===== src/rtl/otp_ctrl_pkg.sv =====
// Shared definitions for the OTP session controller.
//   - FSM state encodings (IDLE, ENTRY, CHECK, GRANT, LOCKED)
//   - NIB_W: width of one OTP / user digit
//   - width helpers for the attempt counter, digit/scan counters and timers
package otp_ctrl_pkg;

    localparam int unsigned NIB_W = 4;
    localparam int unsigned ST_W  = 3;

    localparam logic [ST_W-1:0] ST_IDLE   = 3'd0;
    localparam logic [ST_W-1:0] ST_ENTRY  = 3'd1;
    localparam logic [ST_W-1:0] ST_CHECK  = 3'd2;
    localparam logic [ST_W-1:0] ST_GRANT  = 3'd3;
    localparam logic [ST_W-1:0] ST_LOCKED = 3'd4;

    // Bits needed to hold 0..max_att
    function automatic int unsigned att_w(input int unsigned max_att);
        return (max_att < 1) ? 1 : $clog2(max_att + 1);
    endfunction

    // Bits needed to hold 0..n-1 (at least one bit)
    function automatic int unsigned cnt_w(input int unsigned n);
        return (n <= 1) ? 1 : $clog2(n);
    endfunction

    // Shared timer wide enough for both the entry timeout and the lockout
    function automatic int unsigned tmr_w(input int unsigned a, input int unsigned b);
        return cnt_w((a > b) ? a : b);
    endfunction

endpackage


===== src/rtl/otp_disp_scan.sv =====
// Multiplexed display scan for the OTP and user-entry digits.
//   clk, reset_n    : clock, synchronous active-low reset
//   otp_in          : latched OTP, digit 0 in the MS nibble
//   entry_in        : entered digits, same layout
//   an              : anode select, active-low one-hot, digit 0 first
//   disp_otp_nib    : otp_in nibble for the active anode
//   disp_user_nib   : entry_in nibble for the active anode
module otp_disp_scan
    import otp_ctrl_pkg::*;
#(
    parameter int unsigned DIGITS      = 2,
    parameter int unsigned REFRESH_DIV = 16
) (
    input  logic                    clk,
    input  logic                    reset_n,
    input  logic [NIB_W*DIGITS-1:0] otp_in,
    input  logic [NIB_W*DIGITS-1:0] entry_in,
    output logic [DIGITS-1:0]       an,
    output logic [NIB_W-1:0]        disp_otp_nib,
    output logic [NIB_W-1:0]        disp_user_nib
);

    localparam int unsigned REF_W = cnt_w(REFRESH_DIV);
    localparam int unsigned SEL_W = cnt_w(DIGITS);

    logic [REF_W-1:0]  ref_q, ref_d;
    logic [SEL_W-1:0]  sel_q, sel_d;
    logic [DIGITS-1:0] an_q, an_d;
    logic [NIB_W-1:0]  otp_nib_q, otp_nib_d;
    logic [NIB_W-1:0]  user_nib_q, user_nib_d;

    // Dwell counter, anode rotation and nibble select (all aligned to sel_d)
    always_comb begin
        ref_d      = ref_q + REF_W'(1);
        sel_d      = sel_q;
        an_d       = '1;
        otp_nib_d  = '0;
        user_nib_d = '0;
        if (ref_q == REF_W'(REFRESH_DIV - 1)) begin
            ref_d = '0;
            sel_d = (sel_q == SEL_W'(DIGITS - 1)) ? '0 : sel_q + SEL_W'(1);
        end
        for (int i = 0; i < int'(DIGITS); i++) begin
            if (sel_d == SEL_W'(i)) begin
                an_d[i]    = 1'b0;
                otp_nib_d  = otp_in[(int'(DIGITS) - 1 - i) * NIB_W +: NIB_W];
                user_nib_d = entry_in[(int'(DIGITS) - 1 - i) * NIB_W +: NIB_W];
            end
        end
    end

    always_ff @(posedge clk) begin
        if (!reset_n) begin
            ref_q      <= '0;
            sel_q      <= '0;
            an_q       <= ~DIGITS'(1);
            otp_nib_q  <= '0;
            user_nib_q <= '0;
        end else begin
            ref_q      <= ref_d;
            sel_q      <= sel_d;
            an_q       <= an_d;
            otp_nib_q  <= otp_nib_d;
            user_nib_q <= user_nib_d;
        end
    end

    assign an            = an_q;
    assign disp_otp_nib  = otp_nib_q;
    assign disp_user_nib = user_nib_q;

endmodule


===== src/rtl/otp_session_ctrl.sv =====
// OTP session sequencer: captures an OTP from the LFSR, collects DIGITS user
// digits, compares, and issues grant / fail / expired pulses with an attempt
// limit and timed lockout. Also drives the multiplexed display scan.
//   otp_latch / user_latch / user_in / lfsr_code : session inputs
//   otp_q, entry_q                               : latched OTP and entry
//   grant, fail, expired                         : one-cycle result pulses
//   locked, busy, attempts_left                  : session status levels
//   an, disp_otp_nib, disp_user_nib              : display scan outputs
module otp_session_ctrl
    import otp_ctrl_pkg::*;
#(
    parameter int unsigned DIGITS       = 2,
    parameter int unsigned MAX_ATTEMPTS = 3,
    parameter int unsigned TIMEOUT_CYC  = 1000,
    parameter int unsigned LOCK_CYC     = 5000,
    parameter int unsigned REFRESH_DIV  = 16
) (
    input  logic                            clk,
    input  logic                            reset_n,
    input  logic                            otp_latch,
    input  logic                            user_latch,
    input  logic [NIB_W-1:0]                user_in,
    input  logic [NIB_W*DIGITS-1:0]         lfsr_code,
    output logic [NIB_W*DIGITS-1:0]         otp_q,
    output logic [NIB_W*DIGITS-1:0]         entry_q,
    output logic                            grant,
    output logic                            fail,
    output logic                            expired,
    output logic                            locked,
    output logic                            busy,
    output logic [att_w(MAX_ATTEMPTS)-1:0]  attempts_left,
    output logic [DIGITS-1:0]               an,
    output logic [NIB_W-1:0]                disp_otp_nib,
    output logic [NIB_W-1:0]                disp_user_nib
);

    localparam int unsigned ATT_W = att_w(MAX_ATTEMPTS);
    localparam int unsigned DIG_W = cnt_w(DIGITS);
    localparam int unsigned TMR_W = tmr_w(TIMEOUT_CYC, LOCK_CYC);
    localparam int unsigned OTP_W = NIB_W * DIGITS;

    logic [ST_W-1:0]  state_q, state_d;
    logic [OTP_W-1:0] otp_d, entry_d;
    logic [DIG_W-1:0] digit_cnt_q, digit_cnt_d;
    logic [TMR_W-1:0] timer_q, timer_d;
    logic [ATT_W-1:0] att_q, att_d;
    logic grant_q, grant_d, fail_q, fail_d, expired_q, expired_d;
    logic locked_q, locked_d, busy_q, busy_d;

    // Session FSM; the one timer serves both the entry timeout and the lockout
    always_comb begin
        state_d     = state_q;
        otp_d       = otp_q;
        entry_d     = entry_q;
        digit_cnt_d = digit_cnt_q;
        timer_d     = timer_q;
        att_d       = att_q;
        grant_d     = 1'b0;
        fail_d      = 1'b0;
        expired_d   = 1'b0;
        case (state_q)
            ST_IDLE: begin
                if (otp_latch) begin
                    otp_d       = lfsr_code;
                    entry_d     = '0;
                    digit_cnt_d = '0;
                    timer_d     = '0;
                    state_d     = ST_ENTRY;
                end
            end
            ST_ENTRY: begin
                if (otp_latch) begin
                    // Restart wins over a coincident digit
                    otp_d       = lfsr_code;
                    entry_d     = '0;
                    digit_cnt_d = '0;
                    timer_d     = '0;
                end else if (user_latch) begin
                    for (int i = 0; i < int'(DIGITS); i++) begin
                        if (digit_cnt_q == DIG_W'(i)) begin
                            entry_d[(int'(DIGITS) - 1 - i) * NIB_W +: NIB_W] = user_in;
                        end
                    end
                    timer_d = '0;
                    if (digit_cnt_q == DIG_W'(DIGITS - 1)) begin
                        digit_cnt_d = '0;
                        state_d     = ST_CHECK;
                    end else begin
                        digit_cnt_d = digit_cnt_q + DIG_W'(1);
                    end
                end else if (timer_q == TMR_W'(TIMEOUT_CYC - 1)) begin
                    expired_d   = 1'b1;
                    entry_d     = '0;
                    digit_cnt_d = '0;
                    timer_d     = '0;
                    state_d     = ST_IDLE;
                end else begin
                    timer_d = timer_q + TMR_W'(1);
                end
            end
            ST_CHECK: begin
                if (entry_q == otp_q) begin
                    grant_d = 1'b1;
                    state_d = ST_GRANT;
                end else if (att_q > ATT_W'(1)) begin
                    att_d       = att_q - ATT_W'(1);
                    fail_d      = 1'b1;
                    entry_d     = '0;
                    digit_cnt_d = '0;
                    timer_d     = '0;
                    state_d     = ST_ENTRY;
                end else begin
                    // Last attempt used: lock out silently
                    att_d   = '0;
                    timer_d = '0;
                    state_d = ST_LOCKED;
                end
            end
            ST_GRANT: begin
                att_d   = ATT_W'(MAX_ATTEMPTS);
                state_d = ST_IDLE;
            end
            ST_LOCKED: begin
                if (timer_q == TMR_W'(LOCK_CYC - 1)) begin
                    att_d   = ATT_W'(MAX_ATTEMPTS);
                    otp_d   = '0;
                    entry_d = '0;
                    timer_d = '0;
                    state_d = ST_IDLE;
                end else begin
                    timer_d = timer_q + TMR_W'(1);
                end
            end
            default: state_d = ST_IDLE;
        endcase
        busy_d   = (state_d == ST_ENTRY) || (state_d == ST_CHECK);
        locked_d = (state_d == ST_LOCKED);
    end

    always_ff @(posedge clk) begin
        if (!reset_n) begin
            state_q     <= ST_IDLE;
            otp_q       <= '0;
            entry_q     <= '0;
            digit_cnt_q <= '0;
            timer_q     <= '0;
            att_q       <= ATT_W'(MAX_ATTEMPTS);
            grant_q     <= 1'b0;
            fail_q      <= 1'b0;
            expired_q   <= 1'b0;
            locked_q    <= 1'b0;
            busy_q      <= 1'b0;
        end else begin
            state_q     <= state_d;
            otp_q       <= otp_d;
            entry_q     <= entry_d;
            digit_cnt_q <= digit_cnt_d;
            timer_q     <= timer_d;
            att_q       <= att_d;
            grant_q     <= grant_d;
            fail_q      <= fail_d;
            expired_q   <= expired_d;
            locked_q    <= locked_d;
            busy_q      <= busy_d;
        end
    end

    assign grant         = grant_q;
    assign fail          = fail_q;
    assign expired       = expired_q;
    assign locked        = locked_q;
    assign busy          = busy_q;
    assign attempts_left = att_q;

    otp_disp_scan #(
        .DIGITS      (DIGITS),
        .REFRESH_DIV (REFRESH_DIV)
    ) u_disp_scan (
        .clk           (clk),
        .reset_n       (reset_n),
        .otp_in        (otp_q),
        .entry_in      (entry_q),
        .an            (an),
        .disp_otp_nib  (disp_otp_nib),
        .disp_user_nib (disp_user_nib)
    );

endmodule


===== config.mk =====
export PLATFORM = sky130hd
export DESIGN_NAME = otp_session_ctrl
export DESIGN_NICKNAME = d
export VERILOG_FILES = /design/src/rtl/otp_ctrl_pkg.sv /design/src/rtl/otp_disp_scan.sv /design/src/rtl/otp_session_ctrl.sv
export SDC_FILE = /design/constraint.sdc
export NUM_CORES = 1
export LEC_CHECK = 0
export BUFFER_PORTS_ARGS = -buffer_cell sky130_fd_sc_hd__buf_2
export CAP_MARGIN = 20
export CORE_UTILIZATION = 50
export DETAILED_ROUTE_END_ITERATION = 8
export PLACE_DENSITY = 0.73
export SLEW_MARGIN = 0
export SYNTH_ARGS = -nofsm -noshare
export SYNTH_HDL_FRONTEND = slang
export SYNTH_SLANG_ARGS = --single-unit

===== constraint.sdc =====
create_clock -name clk -period 2.25 [get_ports clk]
set_input_delay 0.45 -clock clk [delete_from_list [all_inputs] [get_ports clk]]
set_output_delay 0.45 -clock clk [all_outputs]
set_load 0.02 [all_outputs]

==> impl_metrics.py <==
metrics = {
    "run_status": {
        "status": "complete, no violations",
    },
    "die": {
        "core_um2": 4750,
        "rows": 25,
        "die_w_um": 72.4,
        "io_pins": 49,
        "fp.dieArea_um2": 5250,
        "die_height_um": 72.4,
        "initial_core_util_pct": 52.2,
    },
    "final_layout": {
        "fin_area_um2": 2950,
        "insertedDiodeCount": 0,
        "layout.nets": 355,
        "areaGrowthSynthToFinish_pct": 18.8,
        "drive_above_1_share_pct": 23.7,
        "nFillCells": 445,
    },
    "logic_synthesis": {
        "synthTopCellsByArea": "dfxtp_1 (44%), nand2_1 (5.7%), mux2i_1 (3.6%)",
        "syn_inst": 284,
        "netlist_area_um2": 2480,
        "syn_area_per_cell_um2": 8.74,
        "async_reset_ff_share_pct": 0,
        "yosysMostFrequentCell": "dfxtp_1",
        "yosys_warnings": 0,
        "synth.net_count": 302,
        "synth_seq_cells": 54,
        "synth_top_area_share_pct": 43.6,
        "synth_edf_count": 0,
        "ys_types": 51,
        "ys_seq_area_share_pct": 43.6,
        "yosysTopAreaCell": "dfxtp_1",
        "ys_top_cells_by_count": "dfxtp_1 (54), nand2_1 (38), a21oi_1 (16), nand3_1 (13), nor2_1 (13)",
        "synth_flop_cell": "dfxtp_1",
    },
    "grt": {
        "grt_max_degree": 36,
        "grt_pass1_wl_um": 9090,
        "grt_use_total_pct": 22.4,
        "antenna_found_initial": 0,
        "first_global_vias": 1988,
        "grt-ovfl-total": 0,
    },
    "worst_setup_path": {
        "critPathArrivalTime_ps": 2230,
        "worstSetupPathType": "flop to flop",
        "path_max_fanout": 10,
        "max_stage_delay_ps": 360,
        "cp_slowest_cell": "nor2_2",
        "rrSetupSlack_ps": 270,
        "crit_path_start_kind": "flop",
        "crit_chain": "ha_1 -> and4_1 -> and3_1 -> nor2_2 -> nand4bb_1 -> mux2i_1",
        "cp-end-kind": "flop",
        "required_ps": 2490,
    },
    "power_and_ir_drop": {
        "irDropWorstVdd_uv": 335,
        "p_per_area_nw_per_um2": 618,
        "power_mw": 1.82,
        "p_leak_nw": 1.18,
    },
    "sta": {
        "finalSetupViolations": 0,
        "finalSetupTns_ps": 0,
        "maxSlewHeadroom_pct": 63.2,
        "post-route-period-util_pct": 88.2,
        "finalWorstSetupSlack_ps": 266,
        "max_clock_freq_ghz": 0.504,
        "worstMarginPinSlew_ps": 550,
        "finalCriticalPeriod_ps": 1980,
        "drv_slew": 0,
        "skew_ps": 9.18,
        "hold_viol_final": 0,
        "rsz0062_at_grt": "false",
        "whs_ps": 399,
    },
    "placement": {
        "placed_cell_area_um2": 2830,
        "portBuffers": 48,
        "dp_hpwl_um": 3980,
        "dp_slack_ps": 135,
        "gp_congestion": 0.839,
    },
    "clock_network": {
        "numClockSinks": 54,
        "numCtsBuffers": 5,
        "htree_levels": 2,
        "clock_latency_ps": 310,
        "cts_tree": "built",
        "clk_pin_slew_ps": 100,
        "cts_root_buf": "clkbuf_8",
        "clock_path_buffers": 2,
    },
    "route": {
        "route.antenna.remaining_nets": 0,
        "vias": 2189,
        "drtPass1Iterations": 4,
        "wire_per_inst_um": 13.5,
        "drc_errors": 0,
        "avgViaCountPerCell": 5.40,
        "drt_iter0_markers": 130,
        "routed_wl_um": 5470,
    },
    "run": {
        "maxCapViolations": 0,
    },
    "hold_path": {
        "hp-class": "input pin to flop",
    },
}
-- cells in the final DEF (no fill, tap or decap), types with 2 or more instances in the layout --
master	instances
a21boi_0	8
a21oi_1	16
a22oi_1	8
and2_1	6
and3_1	2
buf_2	48
buf_4	12
clkbuf_8	5
clkinv_2	2
dfxtp_1	54
ha_1	2
inv_1	8
mux2i_1	9
nand2_1	38
nand2b_1	2
nand3_1	13
nand4_1	3
nor2_1	13
nor2b_1	10
nor3_1	6
o21a_1	4
o21ai_0	10
o31ai_1	6
o31ai_2	2
or2_2	4
or3_1	6
or4_1	5
xnor2_1	9
xor2_1	3
-- layer usage --
layer	global-route usage [%]	share of wire (%)
met4	6.54	0.58
met2	35.8	47
met1	29.4	47
met5	0	0
met3	6.25	5.1
-- power by group --
group          internal, mW  switching, mW  leakage [nW]
combinational        0.0796          0.103         0.680
sequential            0.978         0.0236         0.439
clock                 0.328          0.310        0.0579
total                  1.39          0.437          1.18
-- worst max-delay path, delay by kind of cell, from the launching register on --
family / cells / cell delay (ps)
and+or+nand+nor: 4 / 1120
adders and majority gates: 1 / 240
DFF: 1 / 340
muxes: 1 / 220
-- per-stage QoR --
step / util, % / instances
3_3_place_gp: 59.5 / 397
6_report: 62.0 / 405
5_1_grt: 62.0 / 405
4_1_cts: 61.8 / 405
2_1_floorplan: - / 284
3_5_place_dp: 59.5 / 397
-- layout make-up --
type | instances | area (um^2) | share of cell area [%]
repair buffers | 60 | 330 | 11.2
clock inverters | 3 | 40.0 | 1.36
flip-flops and latches | 54 | 1080 | 36.7
inverters | 8 | 30.0 | 1.02
well taps | 67 | 83.8 | 2.85
multi-input cells | 208 | 1310 | 44.5
clock buffers | 5 | 68.8 | 2.34
-- state kept, by name, summed over array words and instances (netlist names) --
name and count:
state_q 3, busy 1, u_disp_scan.disp_user_nib 4, digit_cnt_q 1, grant 1, expired 1, otp_q 8, attempts_left 2
u_disp_scan.an 2, timer_q 13, u_disp_scan.ref_q 4, locked 1, fail 1, u_disp_scan.disp_otp_nib 4, entry_q 8
-- worst paths after layout --
check,from,endpoint,cells past startpoint
max reg2reg,timer_q[0]$_SDFFE_PN0P_,entry_q[6]$_SDFFE_PN0P_,6
min reg2reg,u_disp_scan.ref_q[0]$_SDFF_PP0_,u_disp_scan.ref_q[0]$_SDFF_PP0_,1
min,lfsr_code[5],otp_q[5]$_SDFFE_PN0P_,3
max,timer_q[0]$_SDFFE_PN0P_,entry_q[6]$_SDFFE_PN0P_,6
-- kinds of logic after synthesis --
logic type | synth area share, %
mux | 3.63
xor+xnor | 4.24
flops | 43.6
buf+inv | 3.88
fa+ha+maj | 1.01
simple gates | 25.7
compound gates | 18.0
-- timing repair --
action / 4_1_cts / 5_1_grt
resized for setup: 0 / 2
hold buffers: 0 / 0
setup endpoints to repair: 0 / 10
buffers inserted: 0 / 0
Power figures use the tool's default switching activity.
